<file path="config.mk">
export PLATFORM = sky130hd
export DESIGN_NAME = alu_cmd_sequencer
export DESIGN_NICKNAME = d
export VERILOG_FILES = /design/src/rtl/alu_seq_pkg.sv /design/src/rtl/alu_cmd_fifo.sv /design/src/rtl/alu_cmd_sequencer.sv
export SDC_FILE = /design/constraint.sdc
export NUM_CORES = 1
export LEC_CHECK = 0
export ABC_AREA = 1
export CORE_UTILIZATION = 30
export CTS_CLUSTER_SIZE = 20
export DETAILED_ROUTE_END_ITERATION = 12
export MAX_ROUTING_LAYER = met4
export PLACE_DENSITY_LB_ADDON = 0.12
export SYNTH_ARGS = -nofsm -noshare
export SYNTH_HDL_FRONTEND = slang
export SYNTH_SLANG_ARGS = --single-unit
</file>
<file path="constraint.sdc">
create_clock -name clk -period 2.2 [get_ports clk]
set_input_delay 0.44 -clock clk [delete_from_list [all_inputs] [get_ports clk]]
set_output_delay 0.44 -clock clk [all_outputs]
set_load 0.005 [all_outputs]
</file>
<file path="src/rtl/alu_seq_pkg.sv">
// Opcodes, FSM states and the queued command record for alu_cmd_sequencer.
// ALU_SEQ_CHAIN_EN adds a chain flag to the command record.
package alu_seq_pkg;

   localparam logic [2:0] OP_ADD = 3'b000;
   localparam logic [2:0] OP_SUB = 3'b001;
   localparam logic [2:0] OP_AND = 3'b010;
   localparam logic [2:0] OP_OR  = 3'b011;
   localparam logic [2:0] OP_XOR = 3'b100;

   typedef enum logic [1:0] {
      ST_IDLE = 2'b00,
      ST_EXEC = 2'b01,
      ST_RESP = 2'b10
   } seq_state_e;

   typedef struct packed {
`ifdef ALU_SEQ_CHAIN_EN
      logic       chain;
`endif
      logic [1:0] a;
      logic [1:0] b;
      logic [2:0] sel;
   } cmd_t;

   localparam int unsigned CMD_W = $bits(cmd_t);

   function automatic logic is_legal_op(input logic [2:0] op);
      return (op <= OP_XOR);
   endfunction

endpackage

</file>
<file path="src/rtl/alu_cmd_fifo.sv">
// Command FIFO: pointer-plus-count, pointers wrap modulo DEPTH (power of two).
module alu_cmd_fifo
   import alu_seq_pkg::*;
#(
   parameter int unsigned DEPTH = 4,
   parameter int unsigned W     = CMD_W
) (
   input  logic         clk,
   input  logic         rst,
   input  logic         push,
   input  logic [W-1:0] push_data,
   input  logic         pop,
   output logic [W-1:0] pop_data,
   output logic         full,
   output logic         empty
);

   localparam int unsigned AW = (DEPTH > 1) ? $clog2(DEPTH) : 1;
   localparam int unsigned CW = $clog2(DEPTH) + 1;

   logic [W-1:0]  mem_q [DEPTH];
   logic [AW-1:0] wr_ptr_q, wr_ptr_d;
   logic [AW-1:0] rd_ptr_q, rd_ptr_d;
   logic [CW-1:0] count_q, count_d;
   logic          do_push;
   logic          do_pop;

   assign full     = (count_q == CW'(DEPTH));
   assign empty    = (count_q == '0);
   assign do_push  = push & ~full;
   assign do_pop   = pop & ~empty;
   assign pop_data = mem_q[rd_ptr_q];

   always_comb begin
      wr_ptr_d = wr_ptr_q;
      rd_ptr_d = rd_ptr_q;
      count_d  = count_q;
      if (do_push) wr_ptr_d = wr_ptr_q + AW'(1);
      if (do_pop)  rd_ptr_d = rd_ptr_q + AW'(1);
      case ({do_push, do_pop})
         2'b10:   count_d = count_q + CW'(1);
         2'b01:   count_d = count_q - CW'(1);
         default: count_d = count_q;
      endcase
   end

   always_ff @(posedge clk or posedge rst) begin
      if (rst) begin
         wr_ptr_q <= '0;
         rd_ptr_q <= '0;
         count_q  <= '0;
      end else begin
         wr_ptr_q <= wr_ptr_d;
         rd_ptr_q <= rd_ptr_d;
         count_q  <= count_d;
      end
   end

   always_ff @(posedge clk) begin
      if (do_push) mem_q[wr_ptr_q] <= push_data;
   end

endmodule

</file>
<file path="src/rtl/alu_cmd_sequencer.sv">
// Queues {A,B,ALU_Sel} commands, issues them one at a time to the external ALU
// and captures Result/Carry plus flags. ALU_SEQ_CHAIN_EN enables result chaining.
module alu_cmd_sequencer
   import alu_seq_pkg::*;
#(
   parameter int unsigned DEPTH = 4
) (
   input  logic       clk,
   input  logic       rst,
   input  logic       cmd_valid,
   output logic       cmd_ready,
   input  logic [1:0] cmd_A,
   input  logic [1:0] cmd_B,
   input  logic [2:0] cmd_Sel,
`ifdef ALU_SEQ_CHAIN_EN
   input  logic       cmd_chain,
`endif
   output logic [1:0] A,
   output logic [1:0] B,
   output logic [2:0] ALU_Sel,
   input  logic [1:0] Result,
   input  logic       Carry,
   output logic       rsp_valid,
   input  logic       rsp_ready,
   output logic [1:0] rsp_Result,
   output logic       rsp_Carry,
   output logic       rsp_Zero,
   output logic       rsp_Err
);

   seq_state_e state_q, state_d;
   logic [1:0] a_q, a_d, b_q, b_d;
   logic [2:0] sel_q, sel_d;
   logic       err_q, err_d;
   logic       rsp_valid_q, rsp_valid_d;
   logic [1:0] rsp_result_q, rsp_result_d;
   logic       rsp_carry_q, rsp_carry_d;
   logic       rsp_zero_q, rsp_zero_d;
   logic       rsp_err_q, rsp_err_d;
   logic       ready_q, ready_d;
`ifdef ALU_SEQ_CHAIN_EN
   logic [1:0] last_q, last_d;
`endif

   cmd_t       push_cmd, head_cmd;
   logic       fifo_full, fifo_empty;
   logic       push, pop;
   logic [1:0] issue_a;

   // ready_q keeps cmd_ready low until the first edge after reset release
   assign cmd_ready = ready_q & ~fifo_full;
   assign push      = cmd_valid & cmd_ready;

   always_comb begin
      push_cmd     = '0;
      push_cmd.a   = cmd_A;
      push_cmd.b   = cmd_B;
      push_cmd.sel = cmd_Sel;
`ifdef ALU_SEQ_CHAIN_EN
      push_cmd.chain = cmd_chain;
`endif
   end

`ifdef ALU_SEQ_CHAIN_EN
   assign issue_a = head_cmd.chain ? last_q : head_cmd.a;
`else
   assign issue_a = head_cmd.a;
`endif

   alu_cmd_fifo #(
      .DEPTH (DEPTH),
      .W     (CMD_W)
   ) u_fifo (
      .clk       (clk),
      .rst       (rst),
      .push      (push),
      .push_data (push_cmd),
      .pop       (pop),
      .pop_data  (head_cmd),
      .full      (fifo_full),
      .empty     (fifo_empty)
   );

   always_comb begin
      state_d      = state_q;
      a_d          = a_q;
      b_d          = b_q;
      sel_d        = sel_q;
      err_d        = err_q;
      rsp_valid_d  = rsp_valid_q;
      rsp_result_d = rsp_result_q;
      rsp_carry_d  = rsp_carry_q;
      rsp_zero_d   = rsp_zero_q;
      rsp_err_d    = rsp_err_q;
      ready_d      = 1'b1;
      pop          = 1'b0;
`ifdef ALU_SEQ_CHAIN_EN
      last_d       = last_q;
`endif
      case (state_q)
         ST_IDLE: begin
            if (!fifo_empty) begin
               pop     = 1'b1;
               a_d     = issue_a;
               b_d     = head_cmd.b;
               sel_d   = head_cmd.sel;
               err_d   = ~is_legal_op(head_cmd.sel);
               state_d = ST_EXEC;
            end
         end
         ST_EXEC: begin
            rsp_result_d = Result;
            rsp_carry_d  = Carry;
            rsp_zero_d   = (Result == 2'b00);
            rsp_err_d    = err_q;
            rsp_valid_d  = 1'b1;
`ifdef ALU_SEQ_CHAIN_EN
            last_d       = Result;
`endif
            state_d      = ST_RESP;
         end
         ST_RESP: begin
            if (rsp_ready) begin
               rsp_valid_d = 1'b0;
               if (!fifo_empty) begin
                  pop     = 1'b1;
                  a_d     = issue_a;
                  b_d     = head_cmd.b;
                  sel_d   = head_cmd.sel;
                  err_d   = ~is_legal_op(head_cmd.sel);
                  state_d = ST_EXEC;
               end else begin
                  state_d = ST_IDLE;
               end
            end
         end
         default: state_d = ST_IDLE;
      endcase
   end

   always_ff @(posedge clk or posedge rst) begin
      if (rst) begin
         state_q      <= ST_IDLE;
         a_q          <= '0;
         b_q          <= '0;
         sel_q        <= '0;
         err_q        <= 1'b0;
         rsp_valid_q  <= 1'b0;
         rsp_result_q <= '0;
         rsp_carry_q  <= 1'b0;
         rsp_zero_q   <= 1'b0;
         rsp_err_q    <= 1'b0;
         ready_q      <= 1'b0;
`ifdef ALU_SEQ_CHAIN_EN
         last_q       <= '0;
`endif
      end else begin
         state_q      <= state_d;
         a_q          <= a_d;
         b_q          <= b_d;
         sel_q        <= sel_d;
         err_q        <= err_d;
         rsp_valid_q  <= rsp_valid_d;
         rsp_result_q <= rsp_result_d;
         rsp_carry_q  <= rsp_carry_d;
         rsp_zero_q   <= rsp_zero_d;
         rsp_err_q    <= rsp_err_d;
         ready_q      <= ready_d;
`ifdef ALU_SEQ_CHAIN_EN
         last_q       <= last_d;
`endif
      end
   end

   assign A          = a_q;
   assign B          = b_q;
   assign ALU_Sel    = sel_q;
   assign rsp_valid  = rsp_valid_q;
   assign rsp_Result = rsp_result_q;
   assign rsp_Carry  = rsp_carry_q;
   assign rsp_Zero   = rsp_zero_q;
   assign rsp_Err    = rsp_err_q;

endmodule

</file>
==> flow_metrics.env <==
export IMPL_path_delay_family="buffers and inverters"
export IMPL_status="finished clean"
export IMPL_critPathLaunchType="flip-flop"
export IMPL_num_vias=1352
export IMPL_hold_viol=0
export IMPL_setup_violations=0
export IMPL_seqCellArea_sq_mm=0.00144
export IMPL_grt_usage_pct=11.4
export IMPL_drtIter0Drc=57
export IMPL_worst_path_buf_inv=2
export IMPL_start_util_pct=31.6
export IMPL_grt_max_degree=25
export IMPL_maxCapViolations=0
export IMPL_htreeDepth=2
export IMPL_cts_tree="built"
export IMPL_critPathMaxStageDelay_ns=0.43
export IMPL_hold_ws_ns=0.469
export IMPL_ys_types=25
export IMPL_fillCellCount=706
export IMPL_cts_buffers=5
export IMPL_core_area_sq_mm=0.00691
export IMPL_root_buffer="clkbuf_8"
export IMPL_path_clk_slew_ns=0.10
export IMPL_timing_final_max_slew_violations=0
export IMPL_crit_type="flip-flop to output pin"
export IMPL_layout_drive_gt1_share_pct=13.4
export IMPL_post_route_min_period_ns=1.99
export IMPL_place_congestion=0.666
export IMPL_syn_nets=212
export IMPL_placed_area_sq_mm=0.00259
export IMPL_dieHeight_um=87.3
export IMPL_design_die_area_sq_mm=0.00762
export IMPL_syn_area_per_cell_sq_um=11.4
export IMPL_fin_area_sq_mm=0.00268
export IMPL_syn_inst=192
export IMPL_ant_nets=0
export IMPL_cp_required_ns=1.76
export IMPL_drt_vias_per_instance=4.12
export IMPL_rows=30
export IMPL_synthTopCellsByArea="edfxtp_1 39%, dfrtp_1 28%, nand2_1 7.9%, nor2_1 3.4%, ha_1 2.9%"
export IMPL_cts_setup_buffers=0
export IMPL_slowest_stage="clkdlybuf4s50_1"
export IMPL_place_detailed_hpwl_mm=2.64
export IMPL_drc_errors=0
export IMPL_peakVddDrop_mv=0.407
export IMPL_crit_chain="inv_1 > nand3_1 > and2_1 > clkdlybuf4s50_1"
export IMPL_placed_cells=320
export IMPL_syn_area_sq_mm=0.00218
export IMPL_finalWirelength_mm=3.84
export IMPL_rsz0062_at_grt="no"
export IMPL_total_leakage_power_nw=1.13
export IMPL_ys_ff_latch=52
export IMPL_cts_repair_resized=0
export IMPL_ys_warn_count=0
export IMPL_r2r_end="u_fifo.count_q[2]"
export IMPL_gr_total_overflow=0
export IMPL_clkLatencyLatePin_ns=0.31
export IMPL_reg2reg_depth=10
export IMPL_final_core_util_pct=38.8
export IMPL_io_pin_count=28
export IMPL_clk_path_buf_depth=2
export IMPL_arrival_ns=1.55
export IMPL_fin_cells=328
export IMPL_synth_top_cell_area_share_pct=38.5
export IMPL_antenna_found_initial=0
export IMPL_fin_skew_ns=0.0135
export IMPL_worst_path_max_fanout=3
export IMPL_multiInputGateArea_sq_um=604
export IMPL_synthToLayoutAreaGrowth_pct=22.9
export IMPL_yosysSeqAreaShare_pct=66.1
export IMPL_worst_setup_path_end_kind="output pin"
export IMPL_hold_path_class="input pin to async pin"
export IMPL_dr_pass1_iters=4
export IMPL_r2r_start="u_fifo.count_q[0]"
export IMPL_postCtsHoldBufs=0
export IMPL_io_buffers=27
export IMPL_grt_pass1_wl_mm=6.22
export IMPL_diodes=0
export IMPL_grt_pass1_vias=1310
export IMPL_r2r_setup_slack_ns=0.37
export IMPL_clock_sinks=52
export IMPL_fin_nets=251
export IMPL_power_density_mw_per_mm2=1280
export IMPL_yosys_area_top_type="edfxtp_1"
export IMPL_max_freq_ghz=0.503
export IMPL_wl_per_cell_um=11.7
export IMPL_timing_final_crit_share_pct=90.4
export IMPL_die_x_um=87.3
==> flip-flops by register name, indices dropped and copies added (netlist names), 2 cells and up <==
register / cells
u_fifo.mem_q: 28
ALU_Sel: 3
u_fifo.count_q: 3
A: 2
B: 2
rsp_Result: 2
state_q: 2
u_fifo.rd_ptr_q: 2
u_fifo.wr_ptr_q: 2
==> cell families (layout without fill, tap and decap cells) <==
group / Yosys count / in the layout / synth area share, %
flops: 52 / 52 / 66.1
simple gates: 83 / 83 / 16.6
compound gates: 22 / 22 / 5.56
other cells: 1 / 1 / 0.172
fa+ha+maj: 6 / 6 / 3.78
buf+inv: 24 / 64 / 6.25
xor+xnor: 4 / 4 / 1.61
==> placed cells by master, fill, tap and decap left out, types with 3 or more instances in the layout <==
| cell | n |
|---|---|
| ha_1 | 5 |
| edfxtp_1 | 28 |
| inv_2 | 3 |
| inv_1 | 15 |
| clkbuf_8 | 5 |
| nand2_2 | 3 |
| nand2_1 | 46 |
| buf_4 | 10 |
| inv_6 | 3 |
| nand3_1 | 8 |
| nor2_1 | 20 |
| nand3_2 | 3 |
| clkdlybuf4s50_1 | 27 |
| dfrtp_1 | 24 |
| o21ai_0 | 10 |
| xor2_1 | 3 |
| o21ai_1 | 7 |
==> where the power goes <==
group	switching, mW	internal (mW)	leakage (nW)
clock network	0.335	0.232	0.0452
logic	0.768	0.645	0.538
registers	0.160	1.30	0.543
==> cells in the mapped netlist, drive strengths merged <==
master  count
xnor2       1
buf         5
nor2       21
conb        1
edfxtp     28
nand3      11
inv        19
and2        1
o21ai      19
a21oi       2
nand2      49
fa          1
dfrtp      24
nand3b      1
ha          5
a22o        1
xor2        3
==> layer usage <==
layer,up-vias,global-route usage [%],share of wire [%]
li1,701,-,-
met1,619,13.8,49
met5,-,-,0
met3,4,3.51,4.5
met2,28,18.4,46
met4,0,3.58,1.2
==> area by class of cell <==
type | instances | area share, %
Sequential cell | 52 | 53.8
Clock buffer | 5 | 2.57
Multi-Input combinational cell | 116 | 22.5
Inverter | 19 | 2.85
Tap cell | 96 | 4.48
Clock inverter | 3 | 0.933
Timing Repair Buffer | 37 | 12.9
==> worst max path at each step <==
stage / start / endpoint / cells after the start
2_1_floorplan: rsp_ready / u_fifo.count_q[2] / 9
3_3_place_gp: rsp_ready / u_fifo.count_q[2] / 10
3_5_place_dp: rsp_ready / u_fifo.count_q[2] / 10
4_1_cts: u_fifo.count_q[0] / cmd_ready / 4
5_1_grt: rsp_ready / u_fifo.count_q[2] / 10
6_report: u_fifo.count_q[0] / cmd_ready / 4
==> through the flow <==
step,TNS [ns],worst slack (ns),power (mW)
after CTS,0,0.188,3.50
after detailed placement,-0.0956,-0.0956,2.92
after floorplan,0,0.335,2.45
after global placement,-0.113,-0.113,2.92
after global routing,0,0.0414,3.75
final,0,0.212,3.44
==> tightest hold or removal path, delay by kind of cell <==
| kind | cells | cell delay [ns] |
|---|---|---|
| buffers and inverters | 3 | 0.75 |
Power figures use the tool's default switching activity.
